==> config.mk <==
export PLATFORM = sky130hd
export DESIGN_NAME = stack_machine_ext
export DESIGN_NICKNAME = d
export VERILOG_FILES = /design/src/rtl/stack_machine_ext.sv
export SDC_FILE = /design/constraint.sdc
export NUM_CORES = 1
export LEC_CHECK = 0
export ABC_AREA = 1
export CAP_MARGIN = 20
export CORE_MARGIN = 2
export CORE_UTILIZATION = 50
export DETAILED_ROUTE_END_ITERATION = 8
export GPL_TIMING_DRIVEN = 1
export MAX_ROUTING_LAYER = met4
export PLACE_DENSITY = 0.78
export SYNTH_ARGS = -nofsm -noshare
export SYNTH_HDL_FRONTEND = slang
export SYNTH_SLANG_ARGS = --single-unit
export TNS_END_PERCENT = 30
==> constraint.sdc <==
create_clock -name clk -period 5.4 [get_ports clk]
set_input_delay 1.62 -clock clk [delete_from_list [all_inputs] [get_ports clk]]
set_output_delay 1.62 -clock clk [all_outputs]
set_load 0.02 [all_outputs]
==> src/rtl/stack_machine_ext.sv <==
// rtl/stack_machine_ext.sv - single-cycle signed stack machine with sticky error flag
module stack_machine_ext #(
    parameter int N  = 8,
    parameter int S  = 8,
    parameter int DW = $clog2(S + 1)
) (
    input  logic                clk,
    input  logic                rst,
    input  logic signed [N-1:0] g_input,
    input  logic        [3:0]   e_input,
    input  logic                e_valid,
    output logic signed [N-1:0] o,
    output logic        [DW-1:0] depth,
    output logic                err
);

    localparam logic [3:0] OP_ADD  = 4'd1;
    localparam logic [3:0] OP_SUB  = 4'd2;
    localparam logic [3:0] OP_MUL  = 4'd3;
    localparam logic [3:0] OP_PUSH = 4'd4;
    localparam logic [3:0] OP_NEG  = 4'd5;
    localparam logic [3:0] OP_AND  = 4'd6;
    localparam logic [3:0] OP_OR   = 4'd7;
    localparam logic [3:0] OP_XOR  = 4'd8;
    localparam logic [3:0] OP_DUP  = 4'd9;
    localparam logic [3:0] OP_SWAP = 4'd10;
    localparam logic [3:0] OP_DROP = 4'd11;
    localparam logic [3:0] OP_SHL  = 4'd12;
    localparam logic [3:0] OP_SRA  = 4'd13;
    localparam logic [3:0] OP_LT   = 4'd14;

    logic signed [N-1:0] stk     [S];
    logic signed [N-1:0] nxt_stk [S];
    logic        [DW-1:0] nxt_depth;
    logic                 nxt_err;
    logic signed [N-1:0] s0, s1, bin_res, un_res;
    logic                 have1, have2, full;

    assign s0    = stk[0];
    assign s1    = stk[1];
    assign have1 = (depth != '0);
    assign have2 = (depth >= DW'(2));
    assign full  = (depth == DW'(S));
    assign o     = stk[0];

    // Two-operand and one-operand results; all arithmetic wraps at N bits
    always_comb begin
        bin_res = '0;
        un_res  = s0;
        case (e_input)
            OP_ADD:  bin_res = s0 + s1;
            OP_SUB:  bin_res = s0 - s1;
            OP_MUL:  bin_res = s0 * s1;
            OP_AND:  bin_res = s0 & s1;
            OP_OR:   bin_res = s0 | s1;
            OP_XOR:  bin_res = s0 ^ s1;
            OP_LT:   bin_res = (s0 < s1) ? N'(1) : '0;
            OP_NEG:  un_res  = -s0;
            OP_SHL:  un_res  = s0 <<< 1;
            OP_SRA:  un_res  = s0 >>> 1;
            default: ;
        endcase
    end

    // Next stack/depth/err; underflowing ops only raise err, overflowing pushes still shift
    always_comb begin
        nxt_stk   = stk;
        nxt_depth = depth;
        nxt_err   = err;
        if (e_valid) begin
            case (e_input)
                OP_ADD, OP_SUB, OP_MUL, OP_AND, OP_OR, OP_XOR, OP_LT: begin
                    if (!have2) begin
                        nxt_err = 1'b1;
                    end else begin
                        nxt_stk[0] = bin_res;
                        for (int j = 1; j < S - 1; j++) nxt_stk[j] = stk[j+1];
                        nxt_stk[S-1] = '0;
                        nxt_depth    = depth - DW'(1);
                    end
                end
                OP_NEG, OP_SHL, OP_SRA: begin
                    if (!have1) nxt_err = 1'b1;
                    else        nxt_stk[0] = un_res;
                end
                OP_PUSH, OP_DUP: begin
                    if (e_input == OP_DUP && !have1) begin
                        nxt_err = 1'b1;
                    end else begin
                        for (int j = 1; j < S; j++) nxt_stk[j] = stk[j-1];
                        nxt_stk[0] = (e_input == OP_DUP) ? s0 : g_input;
                        if (full) nxt_err = 1'b1;
                        else      nxt_depth = depth + DW'(1);
                    end
                end
                OP_SWAP: begin
                    if (!have2) begin
                        nxt_err = 1'b1;
                    end else begin
                        nxt_stk[0] = s1;
                        nxt_stk[1] = s0;
                    end
                end
                OP_DROP: begin
                    if (!have1) begin
                        nxt_err = 1'b1;
                    end else begin
                        for (int j = 0; j < S - 1; j++) nxt_stk[j] = stk[j+1];
                        nxt_stk[S-1] = '0;
                        nxt_depth    = depth - DW'(1);
                    end
                end
                default: ;
            endcase
        end
    end

    // State registers; reset wins over any operation in the same cycle
    always_ff @(posedge clk) begin
        if (!rst) begin
            for (int j = 0; j < S; j++) stk[j] <= '0;
            depth <= '0;
            err   <= 1'b0;
        end else begin
            stk   <= nxt_stk;
            depth <= nxt_depth;
            err   <= nxt_err;
        end
    end

endmodule

==> parameters.txt, run 1 <==
Parameter                              Value

GRT
  Combined global-route utilization of all metal layers ... between 20% and 30%
  Initial antenna violation count ... 0
  Global-route wire length before repair ... ~26000 um
  Pin count of the biggest net entering global routing ... 60
  Overflow left after global routing ... 0
  Number of global-route vias before repair ... between 5000 and 6000

Layout
  Ant diodes ... 0
  Final core area utilization ... between 50% and 60%
  Fill cell count ... 1091
  NumNets Final ... between 900 and 1000
  Fraction of layout instances using a drive strength above 1 ... ~6.3%
  Leading cell type in the layout, fill and taps excluded ... sky130_fd_sc_hd__nand2_1
  Relative area change from synthesis to final layout ... 9.13%
  Commonest cells after routing, fill and taps aside ... sky130_fd_sc_hd__nand2_1, sky130_fd_sc_hd__inv_1, sky130_fd_sc_hd__nand3_1, sky130_fd_sc_hd__dfxtp_1, sky130_fd_sc_hd__o21ai_0

STA
  Max frequency ... 226 MHz
  Fin worst setup slack ... 0.981 ns
  Slew @ Worst Pin ... slightly above 0.6 ns
  Final hold vios ... 0
  Setup Skew ... 0.0103 ns
  Worst slew margin ... about three fifths
  Final setup viols ... 0
  Final critical-path required period ... 4.42 ns
  Final Cycle Share ... between 80 and 90%
  Total count of max-transition violations in the final report ... 0
  Unrepaired setup endpoints after global routing ... false
  Setup TNS Final ... 0 ns

Critical path
  Worst-path maximum fanout ... 14
  Startpoint types ... flop
  Type of the worst setup path ... flop to flop
  CP max-delay cell ... sky130_fd_sc_hd__dfxtp_1
  Largest incremental delay on the critical path ... just over 0.7 ns
  Arr. time, crit path ... 4.66 ns
  Cell chain of the critical path ... nand2_1 -> fa_1 -> inv_1 -> ha_1 -> fa_1 -> inv_1 -> fa_1 -> inv_1 -> ha_1 -> nand2_1 -> nand2_1 -> nor2_1 -> nand2_1 -> nand2_1 -> nand2_1 -> nand2_1 -> nand3_1 -> nand3_1 -> nand4_1 -> nand2_1 -> inv_1
  Required time of the critical path ... around 5.6 ns
  Sort of element at the end of the critical path ... flop
  Cell count of the worst reg-to-reg path ... 21
  Worst path most repeated cell ... sky130_fd_sc_hd__nand2_1

Synthesis
  Synth warnings ... 0
  Number of enable flip-flop cells after synthesis ... 0
  Post-synthesis cell count ... approximately 870
  Top FF cell, synth ... sky130_fd_sc_hd__dfxtp_1
  Number of unique standard cell types used by synthesis ... 41
  Synth async-reset ratio ... 0%
  Area of the mapped netlist ... around 5900 um2
  Share of the yosys chip area belonging to registers ... 23.6%
  Synth Register Bits ... 69
  Simple-gate portion of the synthesized area ... between 20% and 30%
  Share of the synthesized netlist area taken by xor and xnor gates ... under 10%
  Share of the synthesized area in compound gates (AO/OA/AOI/OAI) ... a little under a fifth
  Synthesized-area fraction occupied by adder cells ... 15.0%
  Multiplexer share of the synthesized area ... 0%
  Syn nets ... 949
  Average cell area after synthesis ... 6.71 um2
  Dominant combinational cell family by area after synthesis ... simple AND/OR/NAND/NOR gates

Placement
  Port Buffers ... 27
  HPWL after detailed placement ... about 11000 um
  Global placement routability congestion ... 1.00
  Pre-CTS worst setup slack ... about 1 ns

Clock tree
  Resize count post-CTS ... 0
  Buffer type at the clock tree root ... sky130_fd_sc_hd__clkbuf_16
  CTS buffer count ... 9
  CTS tree ... done
  Number of setup buffers added after CTS ... 0
  CTS H-tree lvls ... 3
  CTS max path bufs ... 2
  CTS Sinks ... 69
  Worst-skew pair later-pin latency ... ~0.33 ns
  Hold Buf Count CTS ... 0
  Clock-pin transition on the worst setup and hold timing paths ... about 0.060 ns

Floorplanning
  Standard-cell rows ... 39
  Core Area ... ~11000 um2
  Die Footprint ... between 10000 and 15000 um2
  Die H ... between 100 and 150 um
  Chip width ... between 100 and 150 um
  # IOs ... 28
  Starting Density ... between 50 and 60%

Drt
  Average detailed-routed wire length per instance ... approximately 15 um
  Antenna Violating Nets Remaining ... 0
  Post-detailed-route DRC marker count ... 0
  Initial DRC count ... roughly 630
  Via count ... about 5700
  Number of vias per cell ... 5.61
  Final Routed Wirelength ... between 15000 and 20000 um
  Number of search-and-repair iterations in the first detailed-routing pass ... 6

Pwr
  Power per cell area ... roughly 280 nW/um2
  P_leak ... 3.06 nW
  Overall power consumption ... roughly 0.0018 W
  Worst IR drop on VDD ... roughly 230 uV

Min path
  Path class of the lowest-slack min-delay path ... flop to flop
  Count of cells along the worst hold path ... 2

Run status
  Outcome ... completed

Flow run
  Max-capacitance violation count ... 0
==> registers in the layout, indices dropped and copies added, names as in the netlist <==
register / flops
stk: 48
depth: 4
o: 8
s1: 8
err: 1
==> cell type report <==
class	count	area (um2)	area share (%)
Inverter	120	450	7.05
Clock inverter	7	73.8	1.16
Clock buffer	9	225	3.53
Multi-Input combinational cell	633	3760	58.9
Sequential cell	69	1380	21.6
Tap cell	143	179	2.80
Timing Repair Buffer	34	318	4.97
==> stage by stage <==
stage / hold slack, ns / cells / instance area [um2]
final: 0.462 / 1015 / 6390
after global routing: 0.482 / 1015 / 6390
after CTS: 0.467 / 1015 / 6390
after detailed placement: 0.457 / 999 / 6090
after global placement: 0.453 / 999 / 6090
after floorplan: 0.440 / 873 / 5850
==> routing by layer <==
layer | part of all wire, % | vias up | global-route usage, %
met1 | 45 | 2619 | 35.6
li1 | - | 2837 | -
met5 | 0 | - | -
met2 | 46 | 205 | 40.4
met4 | 2.4 | 0 | 8.94
met3 | 6.6 | 34 | 3.29
==> Yosys cell counts, drive strengths merged (3+ instances only) <==
library cell | n | area (um2)
o221ai | 3 | 26.3
o211a | 25 | 250
or2 | 3 | 18.8
a22oi | 5 | 37.5
a21oi | 45 | 225
clkbuf | 31 | 116
o22ai | 12 | 75.1
ha | 46 | 576
buf | 20 | 145
nor3 | 3 | 15.0
nand2 | 224 | 863
a31oi | 7 | 58.8
nand4 | 10 | 62.6
fa | 15 | 300
nand3 | 75 | 405
xor2 | 8 | 70.1
a211oi | 3 | 22.5
dfxtp | 69 | 1380
xnor2 | 6 | 52.6
o21ai | 70 | 350
nor2 | 63 | 277
inv | 120 | 450
==> report_power, final <==
group / internal (W) / switching, W / total, W
sequential: 0.000562 / 0.0000692 / 0.000631
clock: 0.000359 / 0.000229 / 0.000588
combinational: 0.000207 / 0.000361 / 0.000568
==> kinds of logic after synthesis <==
logic type,count (synthesis)
DFF,69
and+or+nand+nor,381
xor gates and xnor gates,14
adders and majority gates,61
buffers and inverters,171
AOI/OAI and AO/OA,177
==> worst max-delay path, delay by kind of cell, from the launching register on <==
family | cells | cell delay [ns]
and+or+nand+nor | 12 | 1.17
buffers and inverters | 4 | 0.17
DFF | 1 | 0.71
adders and majority gates | 5 | 2.26
==> worst paths after layout <==
kind / to / start / slack [ns]
min: stk[3] / stk[3] / 0.46
min reg2reg: stk[3] / stk[3] / 0.46
max: o[7] / o[2] / 0.98
max reg2reg: o[7] / o[2] / 0.98
Power figures use the tool's default switching activity.
==> inputs of run 2 (changes only) <==
==> constraint.sdc (replaced) <==
create_clock -name clk -period 4.2 [get_ports clk]
set_input_delay 1.26 -clock clk [delete_from_list [all_inputs] [get_ports clk]]
set_output_delay 1.26 -clock clk [all_outputs]
set_load 0.02 [all_outputs]
==> run 2 against run 1 <==
  * Combinational power increased by 35%
  * Design area rose by 1.9%
  * Via count is 0.91% higher
  * Register-to-register slack worse by 0.63 ns
  * Final cell count increased by 0.89%
  * Die area is the same
  * Setup slack lost 0.63 ns
  * Critical path depth increased by 3
  * Clock power rose by 38%
  * Worst hold slack better by 0.0032 ns
  * Largest cell class unchanged
==> parameters.txt, run 2 (synthesis gave the netlist of run 1 again) <==
Parameter                              Value

GRT
  Pin count of the biggest net entering global routing ... between 50 and 60
  Combined global-route utilization of all metal layers ... 25.5%
  Global-route wire length before repair ... 25500 um
  Overflow left after global routing ... 0
  Initial antenna violation count ... 0
  Number of global-route vias before repair ... between 5000 and 6000

Floorplanning
  Chip width ... 112 um
  Standard-cell rows ... 39
  # IOs ... 28
  Die H ... about 110 um
  Die Footprint ... around 13000 um2
  Starting Density ... between 50% and 60%
  Core Area ... between 10000 and 15000 um2

Critical path
  Type of the worst setup path ... flop to flop
  Worst-path maximum fanout ... 6
  Worst R2R Setup Slack ... approximately 0.35 ns
  Startpoint types ... flop
  Required time of the critical path ... 4.43 ns
  Crit path max-delay family ... adder cells
  CP max-delay cell ... sky130_fd_sc_hd__fa_1
  Bufs and invs on worst path ... 7
  Worst flop-to-flop path endpoint ... o[7]
  Cell chain of the critical path ... ha_1 -> inv_1 -> fa_1 -> inv_1 -> ha_1 -> fa_1 -> inv_1 -> fa_1 -> inv_1 -> ha_4 -> nand2_1 -> nand2_1 -> nor2_1 -> nand2_1 -> nand2_1 -> inv_1 -> nand2_1 -> nand2_1 -> inv_1 -> nand2_1 -> nand3_1 -> nand4_1 -> nand2_1 -> inv_1
  Sort of element at the end of the critical path ... flop
  Cell count of the worst reg-to-reg path ... 24
  Arr. time, crit path ... slightly above 4 ns
  Critical R2R Launch ... s1[3]
  Largest incremental delay on the critical path ... 0.54 ns
  Worst path most repeated cell ... sky130_fd_sc_hd__nand2_1

Flow run
  Max-capacitance violation count ... 0

STA
  Setup Skew ... 0.00666 ns
  Unrepaired setup endpoints after global routing ... false
  Final critical-path required period ... approximately 3.8 ns
  Total count of max-transition violations in the final report ... 0
  Post-Route Hold Slack ... about 0.47 ns
  Max frequency ... between 200 and 300 MHz
  Slew @ Worst Pin ... approximately 0.53 ns
  Final Cycle Share ... about nine tenths
  Worst slew margin ... roughly 64%
  Final setup viols ... 0
  Setup TNS Final ... 0 ns
  Final hold vios ... 0

Drt
  Initial DRC count ... between 500 and 600
  Post-detailed-route DRC marker count ... 0
  Final Routed Wirelength ... 15400 um
  Via count ... 5747
  Number of search-and-repair iterations in the first detailed-routing pass ... 5
  Antenna Violating Nets Remaining ... 0
  Number of vias per cell ... ~5.6
  Average detailed-routed wire length per instance ... about 15 um

Clock tree
  CTS max path bufs ... 2
  Worst-skew pair later-pin latency ... around 0.34 ns
  CTS H-tree lvls ... 3
  CTS tree ... done
  CTS buffer count ... 9
  CTS Sinks ... 69
  Buffer type at the clock tree root ... sky130_fd_sc_hd__clkbuf_16
  Clock-pin transition on the worst setup and hold timing paths ... 0.06 ns
  Hold Buf Count CTS ... 0

Placement
  HPWL after detailed placement ... between 10000 and 15000 um
  Port Buffers ... 27
  Number of cells in the design after placement ... a little over 1000
  Global placement routability congestion ... ~0.95

Run status
  Outcome ... completed

Layout
  Fraction of layout instances using a drive strength above 1 ... under 10%
  Fill cell count ... approximately 1100
  Final core area utilization ... a little under three fifths
  Register with the most flip-flops ... stk
  NumNets Final ... between 900 and 1000
  Leading cell type in the layout, fill and taps excluded ... sky130_fd_sc_hd__nand2_1
  Relative area change from synthesis to final layout ... 11.2%
  Post-layout instance count excluding filler cells ... 1024
  Ant diodes ... 0
  Number of flip-flops under the largest register name ... 48
  Commonest cells after routing, fill and taps aside ... sky130_fd_sc_hd__nand2_1, sky130_fd_sc_hd__inv_1, sky130_fd_sc_hd__nand3_1

Min path
  Min-Delay Endpoint ... stk[3]
  Worst Min Path Start ... stk[3]
  Path class of the lowest-slack min-delay path ... flop to flop
  Count of cells along the worst hold path ... 2

Pwr
  Power per cell area ... 365 nW/um2
  P_leak ... roughly 3.1 nW
  Worst IR drop on VDD ... 383 uV
-- run 2: cell types whose count changed in the layout (fill, tap and decap cells not counted) --
cell and delta:
sky130_fd_sc_hd__ha_4 +1, sky130_fd_sc_hd__bufinv_16 +1, sky130_fd_sc_hd__buf_12 +1, sky130_fd_sc_hd__dfxtp_1 -5, sky130_fd_sc_hd__dfxtp_4 +2, sky130_fd_sc_hd__ha_1 -1
sky130_fd_sc_hd__dfxtp_2 +3, sky130_fd_sc_hd__buf_4 +8, sky130_fd_sc_hd__clkinv_4 -2, sky130_fd_sc_hd__clkbuf_1 +1
-- run 2: worst reg2reg max path, delay by kind of cell (launching register included) --
family	cells	cell delay, ns
buf+inv	7	0.36
flops	1	0.37
fa+ha+maj	6	2.27
simple gates	11	0.73
-- run 2: timing repair --
action	in CTS	in global routing
gates resized for setup	0	8
endpoints found under the setup margin	0	2
setup buffers	0	1
-- run 2: worst max-delay path by stage --
stage,endpoint,startpoint,cells past startpoint
global route,o[7],o[2],23
CTS,o[7],o[2],23
global placement,o[7],o[3],24
finish,o[7],s1[3],24
detailed placement,o[7],o[2],23
floorplan,o[7],o[1],24
-- run 2: layout make-up --
class	count	area [um2]	area share, %
multi-input combinational	633	3770	58.0
clock buffer	10	229	3.52
timing repair buffer	43	398	6.11
inverter	120	450	6.92
clock inverter	6	86.3	1.33
tap	143	179	2.75
sequential	69	1390	21.4
-- run 2: where the power goes --
group	switching, W	total, W	internal, W
Sequential	0.0000727	0.000796	0.000723
Combinational	0.000484	0.000766	0.000282
Clock	0.000293	0.000813	0.000520
-- run 2: metal layers --
metal  track usage [%]  vias to the layer above  share of wire (%)
li1                  -                     2857                  -
met1              33.5                     2654                 46
met2              39.9                      195                 45
met3              4.32                       41                6.4
met4              8.86                        0                2.6
met5                 -                        -                  0
-- run 2: metrics by stage --
step / setup slack (ns) / power (W) / cell area, um2
3_5_place_dp: 0.143 / 0.00155 / 6160
4_1_cts: 0.132 / 0.00236 / 6480
3_3_place_gp: 0.265 / 0.00154 / 6160
6_report: 0.352 / 0.00238 / 6510
2_1_floorplan: 0.221 / 0.00135 / 5850
5_1_grt: 0.0131 / 0.00252 / 6510
==> inputs of run 3 (changes only) <==
--- a/config.mk
+++ b/config.mk
@@ -13,6 +13,7 @@
 export GPL_TIMING_DRIVEN = 1
 export MAX_ROUTING_LAYER = met4
 export PLACE_DENSITY = 0.78
+export SKIP_LAST_GASP = 1
 export SYNTH_ARGS = -nofsm -noshare
 export SYNTH_HDL_FRONTEND = slang
 export SYNTH_SLANG_ARGS = --single-unit
==> results of run 3 <==
Final layout, timing and power as in run 2 (identical DEF).
